<file path="config.mk">
export PLATFORM = sky130hd
export DESIGN_NAME = alu_decode_stage
export DESIGN_NICKNAME = d
export VERILOG_FILES = /design/src/rtl/alu_pkg.sv /design/src/rtl/alu_regfile.sv /design/src/rtl/alu_decode_stage.sv
export SDC_FILE = /design/constraint.sdc
export NUM_CORES = 2
export LEC_CHECK = 0
export CORE_MARGIN = 5
export CORE_UTILIZATION = 35
export DETAILED_ROUTE_END_ITERATION = 16
export HOLD_SLACK_MARGIN = 0.15
export PLACE_DENSITY = 0.62
export SLEW_MARGIN = 20
export SYNTH_ARGS = -nofsm -noshare
export SYNTH_HDL_FRONTEND = slang
export SYNTH_SLANG_ARGS = --single-unit
export TNS_END_PERCENT = 50
</file>
<file path="constraint.sdc">
create_clock -name clk_i -period 4.4 [get_ports clk_i]
set_input_delay 0.88 -clock clk_i [delete_from_list [all_inputs] [get_ports clk_i]]
set_output_delay 0.88 -clock clk_i [all_outputs]
set_load 0.005 [all_outputs]
</file>
<file path="src/rtl/alu_pkg.sv">
// ============================================================================
// Module      : alu_pkg
// Description : ALU operator encoding, RV32I opcode constants and the decoded
//               issue bundle shared by the decode stage and the ALU.
// Revision    : 1.0 - initial release
// ============================================================================
`default_nettype none

package alu_pkg;

    typedef enum logic [3:0] {
        ALU_ADD  = 4'd0,
        ALU_SUB  = 4'd1,
        ALU_SLL  = 4'd2,
        ALU_SLT  = 4'd3,
        ALU_SLTU = 4'd4,
        ALU_XOR  = 4'd5,
        ALU_SRL  = 4'd6,
        ALU_SRA  = 4'd7,
        ALU_OR   = 4'd8,
        ALU_AND  = 4'd9,
        ALU_EQ   = 4'd10,
        ALU_NE   = 4'd11,
        ALU_LT   = 4'd12,
        ALU_GE   = 4'd13,
        ALU_LTU  = 4'd14,
        ALU_GEU  = 4'd15
    } alu_op;

    localparam logic [6:0] OPC_OP     = 7'b0110011;
    localparam logic [6:0] OPC_OP_IMM = 7'b0010011;
    localparam logic [6:0] OPC_BRANCH = 7'b1100011;

    localparam logic [6:0] c_F7_BASE  = 7'b0000000;
    localparam logic [6:0] c_F7_ALT   = 7'b0100000;

    typedef struct packed {
        alu_op       operator;
        logic [31:0] op_a;
        logic [31:0] op_b;
        logic [4:0]  rd;
        logic        is_branch;
    } alu_bundle_t;

    // Shared funct3 mapping of OP and OP-IMM when funct7 selects the base form.
    function automatic alu_op base_op(input logic [2:0] funct3);
        alu_op op;
        case (funct3)
            3'b000:  op = ALU_ADD;
            3'b001:  op = ALU_SLL;
            3'b010:  op = ALU_SLT;
            3'b011:  op = ALU_SLTU;
            3'b100:  op = ALU_XOR;
            3'b101:  op = ALU_SRL;
            3'b110:  op = ALU_OR;
            default: op = ALU_AND;
        endcase
        return op;
    endfunction

    function automatic logic [31:0] sext12(input logic [11:0] imm);
        return {{20{imm[11]}}, imm};
    endfunction

endpackage

`default_nettype wire

</file>
<file path="src/rtl/alu_regfile.sv">
// ============================================================================
// Module      : alu_regfile
// Description : 31x32 integer register file, x0 hard-wired to zero, two
//               combinational read ports and one synchronous write port.
// Revision    : 1.0 - initial release
// ============================================================================
`default_nettype none

module alu_regfile (
    input  logic        clk,
    input  logic        rst,
    input  logic [4:0]  i_raddr_a,
    output logic [31:0] o_rdata_a,
    input  logic [4:0]  i_raddr_b,
    output logic [31:0] o_rdata_b,
    input  logic        i_wen,
    input  logic [4:0]  i_waddr,
    input  logic [31:0] i_wdata
);

    logic [31:0] r_mem [1:31];

    always_ff @(posedge clk) begin
        if (rst) begin
            for (int i = 1; i < 32; i++) begin
                r_mem[i] <= '0;
            end
        end else if (i_wen && (i_waddr != 5'd0)) begin
            r_mem[i_waddr] <= i_wdata;
        end
    end

    assign o_rdata_a = (i_raddr_a == 5'd0) ? 32'd0 : r_mem[i_raddr_a];
    assign o_rdata_b = (i_raddr_b == 5'd0) ? 32'd0 : r_mem[i_raddr_b];

endmodule

`default_nettype wire

</file>
<file path="src/rtl/alu_decode_stage.sv">
// ============================================================================
// Module      : alu_decode_stage
// Description : RV32I issue stage: decodes OP/OP-IMM/BRANCH, reads operands,
//               tracks pending writebacks and registers the ALU bundle.
//               Define ALU_DECODE_FORWARD_EN to bypass same-cycle writebacks.
// Revision    : 1.0 - initial release
// ============================================================================
`default_nettype none

module alu_decode_stage
    import alu_pkg::*;
(
    input  logic        clk_i,
    input  logic        rst_i,
    input  logic        instr_valid_i,
    input  logic [31:0] instr_i,
    output logic        instr_ready_o,
    output logic        alu_valid_o,
    input  logic        alu_ready_i,
    output alu_op       alu_operator_o,
    output logic [31:0] alu_op_a_o,
    output logic [31:0] alu_op_b_o,
    output logic [4:0]  alu_rd_o,
    output logic        alu_is_branch_o,
    input  logic        wb_en_i,
    input  logic [4:0]  wb_addr_i,
    input  logic [31:0] wb_data_i,
    output logic        illegal_o
);

    logic [6:0]  w_opcode;
    logic [4:0]  w_rd;
    logic [2:0]  w_funct3;
    logic [4:0]  w_rs1;
    logic [4:0]  w_rs2;
    logic [6:0]  w_funct7;

    assign w_opcode = instr_i[6:0];
    assign w_rd     = instr_i[11:7];
    assign w_funct3 = instr_i[14:12];
    assign w_rs1    = instr_i[19:15];
    assign w_rs2    = instr_i[24:20];
    assign w_funct7 = instr_i[31:25];

    logic        w_legal;
    alu_op       w_op;
    logic        w_uses_rs2;
    logic        w_is_branch;
    logic        w_shamt_sel;

    always_comb begin
        w_legal     = 1'b0;
        w_op        = ALU_ADD;
        w_uses_rs2  = 1'b0;
        w_is_branch = 1'b0;
        w_shamt_sel = 1'b0;
        case (w_opcode)
            OPC_OP: begin
                w_uses_rs2 = 1'b1;
                if (w_funct7 == c_F7_BASE) begin
                    w_legal = 1'b1;
                    w_op    = base_op(w_funct3);
                end else if ((w_funct7 == c_F7_ALT) && (w_funct3 == 3'b000)) begin
                    w_legal = 1'b1;
                    w_op    = ALU_SUB;
                end else if ((w_funct7 == c_F7_ALT) && (w_funct3 == 3'b101)) begin
                    w_legal = 1'b1;
                    w_op    = ALU_SRA;
                end
            end
            OPC_OP_IMM: begin
                case (w_funct3)
                    3'b001: begin
                        w_shamt_sel = 1'b1;
                        w_legal     = (w_funct7 == c_F7_BASE);
                        w_op        = ALU_SLL;
                    end
                    3'b101: begin
                        w_shamt_sel = 1'b1;
                        w_legal     = (w_funct7 == c_F7_BASE) || (w_funct7 == c_F7_ALT);
                        w_op        = (w_funct7 == c_F7_ALT) ? ALU_SRA : ALU_SRL;
                    end
                    default: begin
                        w_legal = 1'b1;
                        w_op    = base_op(w_funct3);
                    end
                endcase
            end
            OPC_BRANCH: begin
                w_uses_rs2  = 1'b1;
                w_is_branch = 1'b1;
                w_legal     = 1'b1;
                case (w_funct3)
                    3'b000:  w_op = ALU_EQ;
                    3'b001:  w_op = ALU_NE;
                    3'b100:  w_op = ALU_LT;
                    3'b101:  w_op = ALU_GE;
                    3'b110:  w_op = ALU_LTU;
                    3'b111:  w_op = ALU_GEU;
                    default: w_legal = 1'b0;
                endcase
            end
            default: w_legal = 1'b0;
        endcase
    end

    // Branches carry immediate bits in the rd field; they never own a destination.
    logic [4:0]  w_rd_eff;
    assign w_rd_eff = w_is_branch ? 5'd0 : w_rd;

    logic [31:0] w_rf_a;
    logic [31:0] w_rf_b;

    alu_regfile u_regfile (
        .clk       (clk_i),
        .rst       (rst_i),
        .i_raddr_a (w_rs1),
        .o_rdata_a (w_rf_a),
        .i_raddr_b (w_rs2),
        .o_rdata_b (w_rf_b),
        .i_wen     (wb_en_i),
        .i_waddr   (wb_addr_i),
        .i_wdata   (wb_data_i)
    );

    logic        w_wb_hit;
    logic [31:0] w_clr_mask;
    logic [31:0] w_busy_view;
    logic [31:0] w_rs1_val;
    logic [31:0] w_rs2_val;
    logic [31:0] r_busy;

    assign w_wb_hit   = wb_en_i && (wb_addr_i != 5'd0);
    assign w_clr_mask = w_wb_hit ? (32'd1 << wb_addr_i) : 32'd0;

`ifdef ALU_DECODE_FORWARD_EN
    assign w_busy_view = r_busy & ~w_clr_mask;
    assign w_rs1_val   = (w_wb_hit && (wb_addr_i == w_rs1)) ? wb_data_i : w_rf_a;
    assign w_rs2_val   = (w_wb_hit && (wb_addr_i == w_rs2)) ? wb_data_i : w_rf_b;
`else
    assign w_busy_view = r_busy;
    assign w_rs1_val   = w_rf_a;
    assign w_rs2_val   = w_rf_b;
`endif

    logic        w_hazard;
    logic        w_accept;
    logic        w_issue;
    logic [31:0] w_set_mask;

    assign w_hazard = w_legal && (w_busy_view[w_rs1]
                                  || (w_uses_rs2 && w_busy_view[w_rs2])
                                  || w_busy_view[w_rd_eff]);

    assign instr_ready_o = !rst_i && !w_hazard && (!alu_valid_o || alu_ready_i);
    assign w_accept      = instr_valid_i && instr_ready_o;
    assign w_issue       = w_accept && w_legal;
    assign w_set_mask    = (w_issue && !w_is_branch) ? (32'd1 << w_rd_eff) : 32'd0;

    // Set is applied after clear so a same-cycle re-allocation keeps the bit.
    always_ff @(posedge clk_i) begin
        if (rst_i) begin
            r_busy <= '0;
        end else begin
            r_busy <= ((r_busy & ~w_clr_mask) | w_set_mask) & ~32'd1;
        end
    end

    alu_bundle_t w_bundle;
    alu_bundle_t r_bundle;
    logic        r_valid;
    logic        r_illegal;

    assign w_bundle = '{
        operator:  w_op,
        op_a:      w_rs1_val,
        op_b:      w_uses_rs2  ? w_rs2_val :
                   w_shamt_sel ? {27'd0, w_rs2} : sext12(instr_i[31:20]),
        rd:        w_rd_eff,
        is_branch: w_is_branch
    };

    always_ff @(posedge clk_i) begin
        if (rst_i) begin
            r_bundle  <= '0;
            r_valid   <= 1'b0;
            r_illegal <= 1'b0;
        end else begin
            r_illegal <= w_accept && !w_legal;
            if (w_issue) begin
                r_bundle <= w_bundle;
                r_valid  <= 1'b1;
            end else if (alu_ready_i) begin
                r_valid  <= 1'b0;
            end
        end
    end

    assign alu_valid_o     = r_valid;
    assign alu_operator_o  = r_bundle.operator;
    assign alu_op_a_o      = r_bundle.op_a;
    assign alu_op_b_o      = r_bundle.op_b;
    assign alu_rd_o        = r_bundle.rd;
    assign alu_is_branch_o = r_bundle.is_branch;
    assign illegal_o       = r_illegal;

endmodule

`default_nettype wire

</file>
==> summary.txt <==
Critical path
  – Endpoint class of the critical path: output port
  – Setup crit start kind: primary input
  – Arr. time, crit path: 3.35 ns
  – R2R Path End: alu_op_b_o[27]
  – Worst reg-to-reg path cell count: 9
  – R2R setup slack: 1.14 ns
  – Critical Path RT: 3.52 ns
  – CP Class: primary input to output port
  – Reg-to-Reg Start: r_busy[5]
  – CP Max Fanout: 5

Detailed routing
  – WL per Instance: 31.3 um
  – ANT nets after route: 0
  – Via/cell ratio: 5.91
  – Vias after detailed routing: 37800
  – Starting DRT DRC Count: 5234
  – Drt pass-1 iters: 6
  – DRC: 0
  – Final wirelength: 200000 um

Clock tree
  – Num CTS Buffers: 116
  – Root buffer cell: clkbuf_16
  – CTS tree: built
  – CTS sink count: 1131
  – Clock-pin slew on the worst setup and hold paths: 0.06 ns
  – Hold buffers post-CTS: 0
  – Clock latency at the later pin of the worst-skew pair: 0.75 ns
  – CTS Buffer Depth: 3
  – H-tree Lvls: 3

Yosys
  – Synth Area in Compound Gates: 3.17%
  – Register bit total from synthesis: 1131
  – Post-Syn Instances: 4012
  – Largest family of logic cells by synthesized area: multiplexers
  – Distinct cells, synth: 69
  – Dominant cell type by area after synthesis: edfxtp_1
  – EDFF count, synth: 1024
  – Syn avg cell area: 15.0 um2
  – Xor-xnor portion of the synthesized cell area: 0.0584%
  – Yosys warnings: 0
  – Share of flip-flops with an asynchronous set or reset: 0%
  – Mapped cell area: 60000 um2
  – Synth top area share: 51.2%
  – Synth area leaders: edfxtp_1 (51%), mux4_2 (23%), and2_1 (10%)
  – Adder-cell share of the synthesized area: 0%
  – Mux share of post-synthesis cell area: 24.8%
  – Synth Area in Simple Gates: 13.9%
  – Synth Flop Type: edfxtp_1
  – Post-synthesis sequential area ratio: 54.8%

Timing
  – Worst Hold Slack: 0.457 ns
  – Max-slew headroom: 24.5%
  – Slew Limit Fails: 0
  – Worst-Margin Slew: 1.13 ns
  – Maximum clock frequency: 236 MHz
  – Tcrit/Tclk final: 96.2%
  – Finish-stage setup viols: 0
  – Clock skew: 0.0364 ns
  – Period minus WS final: 4.23 ns
  – Unrepaired setup endpoints after global routing: false
  – Final hold vios: 0

Cells and area
  – Area growth from synthesis to layout: 14.4%
  – Share of layout cells above drive strength 1: 25.7%
  – Cell area after layout: 68700 um2
  – Layout Nets: 4120
  – Fin cells: 6390
  – Post-Route Utilization: 40.1%

Min path
  – Hold Path Depth: 2
  – Hold EP: alu_rd_o[3]
  – Min-delay worst type: register to register
  – HP Start: alu_rd_o[3]

Placed design
  – Placed insts: 6158
  – Placed Instance Area: 64700 um2
  – Post-DP HPWL: 115000 um
  – Buffers on Ports: 150
  – GP Congestion: 0.872

Power and ir drop
  – Power density over the cells: 374 nW/um2
  – Leakage power: 23.1 nW
  – Peak VDD IR: 307 uV

Die
  – Core area: 171000 um2
  – I/O Pins: 151
  – Die width: 424 um
  – Die height: 424 um
  – Initial Util: 35.1%
  – Cell row count: 152
  – Die area: 180000 um2

GRT
  – Grt ovf: 0
  – Gr usage total: 21.9%
  – Vias in the first global route: 37600
  – First-pass GRT wire length: 283000 um
  – Largest net degree at the start of global routing: 127
  – Initial antenna violation count: 26

Run status
  – Status: finished clean

Job
  – Max_cap viols: 0
## synthesized netlist by cell type, drive strengths merged (27+ instances only)
master	number
mux2i	71
edfxtp	1024
inv	36
nor3	52
o21bai	28
mux4	621
nor2	40
nand3	28
and2	995
o311a	28
clkbuf	313
a21oi	27
o211ai	38
nand2	230
o21ai	44
buf	116
dfxtp	107
nor3b	31
## critical path, stage by stage
cell	delay (ns)
clkdlybuf4s50_1	0.47
nor4bb_1	0.30
buf_4	0.21
nand3_1	0.16
or4_1	0.56
a32o_1	0.29
nand4_1	0.14
a21oi_2	0.07
dlygate4sd2_1	0.27
## power by group
part	leakage, nW	switching [mW]	internal, mW
Clock	1.91	4.38	5.82
Sequential	10.6	0.257	12.3
Combinational	10.6	1.66	1.32
Total	23.1	6.30	19.4
## cells by family after synthesis
| family | after synthesis |
|---|---|
| and+or+nand+nor | 1444 |
| DFF | 1131 |
| muxes | 710 |
| buffers and inverters | 466 |
| AOI/OAI and AO/OA | 256 |
| xor gates and xnor gates | 4 |
| other | 1 |
## per-layer routing
layer / global-route usage [%] / wire length, um / up-vias
li1: - / - / 15500
met1: 30.2 / 78800 / 19800
met2: 34.8 / 94400 / 2173
met3: 4.05 / 18700 / 358
met4: 8.03 / 8280 / 2
met5: 0 / 13 / -
## timing repair
item                       CTS  global route
buffers inserted             3             0
gates resized for setup      4             0
setup endpoints to repair    1             0
## worst max-delay path by stage
stage                       startpoint                     end  slack [ns]  cells past startpoint
after floorplan           wb_addr_i[0]  u_regfile.r_mem[29][0]        0.16                      3
after global placement      instr_i[7]           instr_ready_o       -0.20                      9
after detailed placement    instr_i[7]           instr_ready_o       -0.10                      9
after CTS                   instr_i[7]           instr_ready_o        0.21                      9
after global routing        instr_i[0]           instr_ready_o        0.06                      9
final                       instr_i[0]           instr_ready_o        0.17                      9
## registers in the layout, indices dropped and copies added (netlist names)
name / cells
r_busy: 31
alu_valid_o: 1
alu_op_b_o: 32
alu_op_a_o: 32
alu_is_branch_o: 1
alu_operator_o: 4
illegal_o: 1
alu_rd_o: 5
u_regfile.r_mem: 1024
## placed cells by master (no fill, tap or decap), drive strengths merged, types with 40 or more instances in the layout
| master | count |
|---|---|
| edfxtp | 1024 |
| and2 | 995 |
| mux4 | 621 |
| nand2 | 230 |
| buf | 181 |
| clkbuf | 147 |
| clkdlybuf4s50 | 132 |
| dfxtp | 107 |
| mux2i | 71 |
| clkinv | 53 |
| nor3 | 52 |
| o21ai | 44 |
| nor2 | 40 |
## metrics by stage
stage               setup TNS, ns  power, mW  worst slack (ns)
floorplan                       0       14.5             0.161
global placement           -0.196       15.6            -0.196
detailed placement         -0.804       15.7            -0.101
CTS                             0       25.8             0.208
global route                    0       26.4            0.0625
finish                          0       25.7             0.169
## cell type report
type,instances,area (um2)
fill,15500,103000
clock buffer,147,3140
timing repair buffer,314,3310
sequential,1131,32900
antenna,11,27.5
inverter,37,141
tap,2233,2790
multi-input combinational,2446,25600
clock inverter,71,753
(Power assumes the default switching activity.)
